**config.mk**
```make
export PLATFORM = sky130hd
export DESIGN_NAME = life_ctrl
export DESIGN_NICKNAME = d
export VERILOG_FILES = /design/src/rtl/life_pkg.sv /design/src/rtl/tick_gen.sv /design/src/rtl/life_ctrl.sv
export SDC_FILE = /design/constraint.sdc
export NUM_CORES = 1
export LEC_CHECK = 0
export BUFFER_PORTS_ARGS = -buffer_cell sky130_fd_sc_hd__buf_2
export CORE_MARGIN = 2
export CORE_UTILIZATION = 40
export DETAILED_ROUTE_END_ITERATION = 7
export PLACE_DENSITY = 0.62
export SETUP_SLACK_MARGIN = 0.4
export SLEW_MARGIN = 20
export SYNTH_ARGS = -nofsm -noshare
export SYNTH_HDL_FRONTEND = slang
export SYNTH_SLANG_ARGS = --single-unit
export TNS_END_PERCENT = 5
```
**constraint.sdc**
```tcl
create_clock -name clk -period 4.7 [get_ports clk]
set_clock_uncertainty 0.05 [all_clocks]
set_input_delay 0.47 -clock clk [delete_from_list [all_inputs] [get_ports clk]]
set_output_delay 0.47 -clock clk [all_outputs]
set_load 0.01 [all_outputs]
```
**src/rtl/life_pkg.sv**
```systemverilog
// Shared types and width helpers for the life controller and its tick prescaler.
package life_pkg;

  typedef enum logic [1:0] {
    ALIVE  = 2'd0,
    NOTIFY = 2'd1,
    GUARD  = 2'd2,
    DEAD   = 2'd3
  } life_state_e;

  // Tick counter must reach the longer of the two windows.
  function automatic int tick_cnt_w(input int notify_ticks, input int guard_ticks);
    int longest;
    longest = (notify_ticks > guard_ticks) ? notify_ticks : guard_ticks;
    return $clog2(longest + 1);
  endfunction

  function automatic int presc_w(input int tick_div);
    return $clog2(tick_div);
  endfunction

endpackage

```
**src/rtl/tick_gen.sv**
```systemverilog
// Free-running prescaler with synchronous clear; emits a one-cycle tick every TICK_DIV clocks.
module tick_gen
  import life_pkg::*;
#(
  parameter int TICK_DIV = 50000
) (
  input  logic clk,
  input  logic rst,
  input  logic clr,
  output logic tick
);

  localparam int              CNT_W = presc_w(TICK_DIV);
  localparam logic [CNT_W-1:0] LAST = CNT_W'(TICK_DIV - 1);

  logic [CNT_W-1:0] cnt;

  // NOTE: sequential state uses non-blocking assignments so every flop samples pre-edge values.
  always_ff @(posedge clk) begin
    if (rst || clr) begin
      cnt <= '0;
    end else if (cnt == LAST) begin
      cnt <= '0;
    end else begin
      cnt <= cnt + 1'b1;
    end
  end

  assign tick = (cnt == LAST);

endmodule

```
**src/rtl/life_ctrl.sv**
```systemverilog
// Player life tracker: turns hit/bonus edges into a life count, an active-low
// life_change notify window, an invulnerability guard period and a game-over flag.
module life_ctrl
  import life_pkg::*;
#(
  parameter int TICK_DIV     = 50000,
  parameter int NOTIFY_TICKS = 200,
  parameter int GUARD_TICKS  = 500,
  parameter int MAX_LIVES    = 3,
  parameter int LIFE_W       = 3
) (
  input  logic              clk,
  input  logic              rst,
  input  logic              hit,
  input  logic              bonus,
  input  logic              restart,
  output logic [LIFE_W-1:0] lives,
  output logic              life_change,
  output logic              invuln,
  output logic              game_over
);

  localparam int               CNT_W       = tick_cnt_w(NOTIFY_TICKS, GUARD_TICKS);
  localparam logic [CNT_W-1:0] NOTIFY_LAST = CNT_W'(NOTIFY_TICKS - 1);
  localparam logic [CNT_W-1:0] GUARD_LAST  = CNT_W'(GUARD_TICKS - 1);
  localparam logic [LIFE_W-1:0] LIVES_MAX  = LIFE_W'(MAX_LIVES);

  life_state_e       state, state_next;
  logic              hit_q, bonus_q;
  logic              hit_e, bonus_e;
  logic              tick, win_clr, window_done;
  logic [CNT_W-1:0]  tick_cnt;
  logic [LIFE_W-1:0] lives_next;
  logic              life_change_next, invuln_next, game_over_next;

  // Edge registers track the inputs even during rst/restart, so a level held
  // across a reset release is not mistaken for a fresh edge.
  always_ff @(posedge clk) begin
    hit_q   <= hit;
    bonus_q <= bonus;
  end

  assign hit_e   = hit & ~hit_q;
  assign bonus_e = bonus & ~bonus_q;

  // Timers restart on every state entry so each window is an exact multiple of TICK_DIV.
  assign win_clr = restart | (state_next != state);

  tick_gen #(.TICK_DIV(TICK_DIV)) u_tick (
    .clk  (clk),
    .rst  (rst),
    .clr  (win_clr),
    .tick (tick)
  );

  always_ff @(posedge clk) begin
    if (rst || win_clr) begin
      tick_cnt <= '0;
    end else if (tick && (state == NOTIFY || state == GUARD)) begin
      tick_cnt <= tick_cnt + 1'b1;
    end
  end

  always_comb begin
    window_done = 1'b0;
    if (tick) begin
      if (state == NOTIFY) window_done = (tick_cnt == NOTIFY_LAST);
      if (state == GUARD)  window_done = (tick_cnt == GUARD_LAST);
    end
  end

  // NOTE: every combinational output gets a default first, so no path can infer a latch.
  always_comb begin
    state_next = state;
    unique case (state)
      ALIVE:   if (hit_e) state_next = NOTIFY;
      NOTIFY:  if (window_done) state_next = (lives != '0) ? GUARD : DEAD;
      GUARD:   if (window_done) state_next = ALIVE;
      DEAD:    state_next = DEAD;
      default: state_next = ALIVE;
    endcase
  end

  always_comb begin
    lives_next = lives;
    unique case (state)
      ALIVE: begin
        if (hit_e) begin
          lives_next = lives - 1'b1;
        end else if (bonus_e && lives != LIVES_MAX) begin
          lives_next = lives + 1'b1;
        end
      end
      GUARD:   if (bonus_e && lives != LIVES_MAX) lives_next = lives + 1'b1;
      default: lives_next = lives;
    endcase
    life_change_next = (state_next != NOTIFY);
    invuln_next      = (state_next == NOTIFY) || (state_next == GUARD);
    game_over_next   = (state_next == DEAD);
  end

  always_ff @(posedge clk) begin
    if (rst || restart) begin
      state       <= ALIVE;
      lives       <= LIVES_MAX;
      life_change <= 1'b1;
      invuln      <= 1'b0;
      game_over   <= 1'b0;
    end else begin
      state       <= state_next;
      lives       <= lives_next;
      life_change <= life_change_next;
      invuln      <= invuln_next;
      game_over   <= game_over_next;
    end
  end

endmodule

```
Word-level counts from Yosys, hierarchy flattened
Cells that the tools add are included.
- register bits after elaboration: 35
- input port bits: 5
- output and inout bits: 6
- word-level logic and storage cells: 51
- $add $sub $neg: 4
- equal/unequal tests: 12
- mux-type cells: 11
- bitwise logic cells: 5
- reductions and logical operators: 10
- operators by type and width (operator ; count):
    $add A16 B1 Y16 const B ; 1
    $eq A16 B16 Y1 const B ; 1
    $add A9 B1 Y9 const B ; 1
    $eq A9 B8 Y1 const B ; 1
    $eq A9 B9 Y1 const B ; 1
    $eq A2 B2 Y1 const B ; 4
    $pmux W2 S4 ; 1
    $mux W2 ; 3
    $mux W3 ; 2
    $pmux W3 S2 ; 1
    $eq A2 B1 Y1 const B ; 2
    $logic_or A1 B1 Y1 ; 4
    $mux W1 ; 4
    $add A3 B1 Y3 const B ; 1
    $ne A3 B2 Y1 const B ; 1
    $reduce_bool A3 Y1 ; 1
    $sub A3 B1 Y3 const B ; 1
    $and A1 B1 Y1 ; 2
    $logic_and A1 B1 Y1 ; 2
    $logic_not A2 Y1 ; 1
    $ne A2 B1 Y1 const B ; 1
    $ne A2 B2 Y1 ; 1
    $not A1 Y1 ; 2
    $reduce_bool A2 Y1 ; 1
    other kinds (2) ; 2

Logic depth before layout (Yosys ltp)
- depth after elaboration: 10
- depth in mapped cells: 10
- mapped depth without buffers: 9

By module
From an unflattened synthesis, not the netlist that was laid out.
- cell total of the unflattened synthesis: 213
- area total of the unflattened synthesis: 1930.6 um^2
- by module, submodules not included (module ; instances ; cells an instance ; area an instance (um^2) ; seq. area each (um^2)):
    life_ctrl ; 1 ; 133 ; 1209.9 ; 380.4
    tick_gen ; 1 ; 80 ; 720.7 ; 320.3

Least setup slack after synthesis
OpenSTA, ideal clock, no wires.
- path kind: reg2reg
- start point: reg state[0]
- end point: reg invuln
- library setup time: 0.115 ns
- data arrival time: 2.286 ns
- data required time: 4.535 ns
- path slack: 2.249 ns
- stages on the path, launching flop included: 10
- buffers on the path: 0
- path through: dfxtp_1 inv_1 ha_1 nor4b_1 nand3b_1 a211oi_4 a211oi_2 a211oi_1 ha_1 and2_1
- word-level cells in the longest chain between the ends: 8
- RTL lines (element ; RTL line ; source):
    from (decl) ; life_ctrl.sv:28 ; life_state_e state, state_next;
    from (signal assigned) ; life_ctrl.sv:110 ; state <= state_next;
    $eq A2 B1 Y1 ; life_ctrl.sv:67, life_ctrl.sv:75 ;
    $mux W1 ; life_ctrl.sv:67 ; if (state == NOTIFY) window_done = (tick_cnt == NOTIFY_LAST);
    $mux W1 ; life_ctrl.sv:68 ; if (state == GUARD) window_done = (tick_cnt == GUARD_LAST);
    $mux W1 ; life_ctrl.sv:66 ; if (tick) begin
    $mux W2, on equally long branches ; life_ctrl.sv:78, life_ctrl.sv:77 ;
    $pmux W2 S4 (*) ; life_ctrl.sv:75 ; unique case (state)
    via state_next[0] ; life_ctrl.sv:28 ;
    $eq A2 B1 Y1 / $eq A2 B2 Y1 (equally long branches) ; life_ctrl.sv:98 ; invuln_next = (state_next == NOTIFY) || (state_next == GUARD);
    $logic_or A1 B1 Y1 (*) ; life_ctrl.sv:98 ;
    via invuln_next ; life_ctrl.sv:34 ; logic life_change_next, invuln_next, game_over_next;
    to (signal assigned) ; life_ctrl.sv:113 ; invuln <= invuln_next;
    to (decl) ; life_ctrl.sv:19 ; output logic invuln,
The timed path passes the listed nets; every way through them passes the cells marked *.
A chain may end at the register's enable or synchronous reset.

Final worst setup path
Same ends and word-level chain as after synthesis.

==> flow_metrics.tcl <==
set metrics [dict create \
    cts_buffers 5 \
    ys_ff_latch 35 \
    postSynthCellCount 203 \
    end_kind "register" \
    switching_share 0.224 \
    antenna_left 0 \
    postPlaceCellArea_sq_um 1880 \
    setup-tns-final_ps 0 \
    track_usage 0.134 \
    synth_ff_type "dfxtp_1" \
    synth_compound_area_frac 0.0871 \
    firstDrtPassIters 4 \
    synth_area_sq_um 1810 \
    grt_pass1_vias 1220 \
    power.share.sequential 0.524 \
    crit_family "compound AO/OA/AOI/OAI gates" \
    grt_overflow_total 0 \
    syn2layout_area_growth_pct 9.61 \
    hold_end "bonus_q" \
    hpwl_um 2160 \
    cp.required_ps 4830 \
    cts_max_level 2 \
    synthXorXnorAreaFrac 0.116 \
    cts_setup_buffers 0 \
    critPathKind "reg -> reg" \
    layout_commonest_cell "dfxtp_1" \
    rsz0062_at_grt "false" \
    hold_start "bonus" \
    hold_viol 0 \
    yosys.area_share.simple 0.280 \
    drtIter0Drc 91 \
    power.total_uw 579 \
    cts.sinks 35 \
    path_cells "inv_1 > ha_1 > nor4b_1 > nand3b_1 > a211oi_4 > a211oi_2 > a211oi_1 > ha_1 > and2_1" \
    io_pins 11 \
    synthMuxAreaShare 0.00553 \
    vias 1359 \
    drt_wl_total_um 3060 \
    cts_tree "yes" \
    synth.distinct_cells 43 \
    fp-row-count 24 \
    viasPerCell 5.09 \
    gp_congestion 0.803 \
    dpl.cell_count 259 \
    rrSetupSlack_ps 2010 \
    drc 0 \
    clock.fmax_ghz 0.372 \
    r2r_cells 9 \
    holdBufCountCts 0 \
    fp.dieW_um 71.3 \
    clkPwrFrac 0.411 \
    ys_seq_area_frac 0.387 \
    hold_depth 1 \
    cp-start-kind "register" \
    root_buffer "clkbuf_8" \
    outcome "complete, no violations" \
    drive_gt1_frac 0.121 \
    finalInstanceArea_sq_um 1980 \
    dieArea_sq_um 5080 \
    grt_max_degree 16 \
    ir_drop_uv 123 \
    slew_headroom 0.653 \
    post-route-period-util 0.573 \
    p_switching_uw 130 \
    tightest_slew_ps 520 \
    port_buffers 10 \
    cts_buffer_depth 2 \
    clkLatencyLatePin_ps 280 \
    leakagePower_nw 0.766 \
    yosysWarnings 0 \
    syn-num-nets 220 \
    cp_slowest_stage_delay_ps 430 \
    arrival_ps 2820 \
    final_cell_mix "dfxtp_1 (35), nor2_1 (34), xor2_1 (14)" \
    cts.clk_slew.worst_paths_ps 70 \
    antenna_found_initial 0 \
    nets 231 \
    synth_adder_area_share 0.0829 \
    critPathSlowestCell "dfxtp_1" \
    crit_cells 9 \
    r2r-start "state[0]" \
    synth_edf_count 0 \
    crit_buf_inv 1 \
    power_density_nw_per_um2 292 \
    wire_per_inst_um 11.5 \
    setup_viol 0 \
    die_h_um 71.3 \
    drv_cap 0 \
    cts_resized 0 \
    n_antenna_cell 0 \
    power_frac_comb 0.064 \
    grt_pass1_wl_um 5470 \
    period_needed_ps 2690 \
    core_area_sq_um 4350 \
    crit_path_max_fanout 6 \
    p_int_uw 449 \
    initial_core_util 0.416 \
    final_cells 267 \
    postSynth.asyncResetShare 0 \
    finish.utilization 0.456 \
    worstHoldPathType "in -> reg" \
    finalMaxSlewViolations 0 \
    r2r_end "invuln" \
    fillerInstances 436 \
    syn_area_per_cell_sq_um 8.92 \
    cp_common_cell "ha_1" \
    synth_top_family_by_area "simple AND/OR/NAND/NOR gates" \
]
[registers in the layout, summed over array words and instances, names as in the netlist]
name and cells:
bonus_q 1, lives 3, hit_q 1, u_tick.cnt 16
invuln 1, tick_cnt 9, game_over 1, life_change 1
state 2
[synthesized netlist by cell type, types with 2 or more instances]
cell type / count / area share
ha_1: 12 / 0.083
nor3_1: 5 / 0.014
xnor2_1: 10 / 0.048
nand2_1: 12 / 0.025
nor2_1: 34 / 0.070
a211oi_1: 2 / 0.0083
inv_1: 9 / 0.019
dfxtp_1: 35 / 0.39
nand3_1: 10 / 0.028
nor2b_1: 3 / 0.010
and2_1: 3 / 0.010
buf_6: 2 / 0.012
or2_1: 2 / 0.0069
and4_1: 3 / 0.015
xor2_1: 14 / 0.068
and3_1: 5 / 0.017
a21oi_1: 3 / 0.0083
buf_2: 3 / 0.0083
nand4_1: 10 / 0.035
o21ai_0: 3 / 0.0083
[power by group through the flow]
stage	registers [mW]	clock network (mW)	logic, mW
global placement	0.310	0	0.0372
detailed placement	0.310	0	0.0376
finish	0.304	0.238	0.0372
global route	0.304	0.260	0.0423
CTS	0.303	0.250	0.0379
floorplan	0.311	0	0.0282
[cells by family after synthesis]
group,after synthesis
xor gates and xnor gates,24
adders and majority gates,12
muxes,1
DFF,35
AOI/OAI and AO/OA,19
buffers and inverters,15
and+or+nand+nor,97
[routing by layer]
| metal | routed length, um | vias to the layer above | GRT usage |
|---|---|---|---|
| li1 | - | 714 | - |
| met1 | 1530 | 624 | 0.177 |
| met2 | 1380 | 16 | 0.206 |
| met3 | 93 | 5 | 0.0422 |
| met4 | 48 | 0 | 0.0503 |
| met5 | 0 | - | 0 |
[area by class of cell]
cell class	instances	area, sq um	area share
inverter	9	33.8	0.0170
sequential	35	701	0.353
tap	52	65.1	0.0328
clock buffer	8	100	0.0504
multi-input combinational	153	1030	0.521
timing repair buffer	10	50.0	0.0252
[worst max path at each step]
| stage | slack [ps] | start | to |
|---|---|---|---|
| 2_1_floorplan | 2250 | state[0] | invuln |
| 3_3_place_gp | 2090 | state[0] | invuln |
| 3_5_place_dp | 2020 | state[0] | invuln |
| 4_1_cts | 2010 | state[0] | invuln |
| 5_1_grt | 1770 | state[0] | invuln |
| 6_report | 2010 | state[0] | invuln |
[per-stage QoR]
step                      worst slack (ps)  hold slack [ps]
after detailed placement              2020              405
after global placement                2090              403
after global routing                  1770              241
final                                 2010              244
after CTS                             2010              231
after floorplan                       2250              379
(Power assumes the default switching activity.)
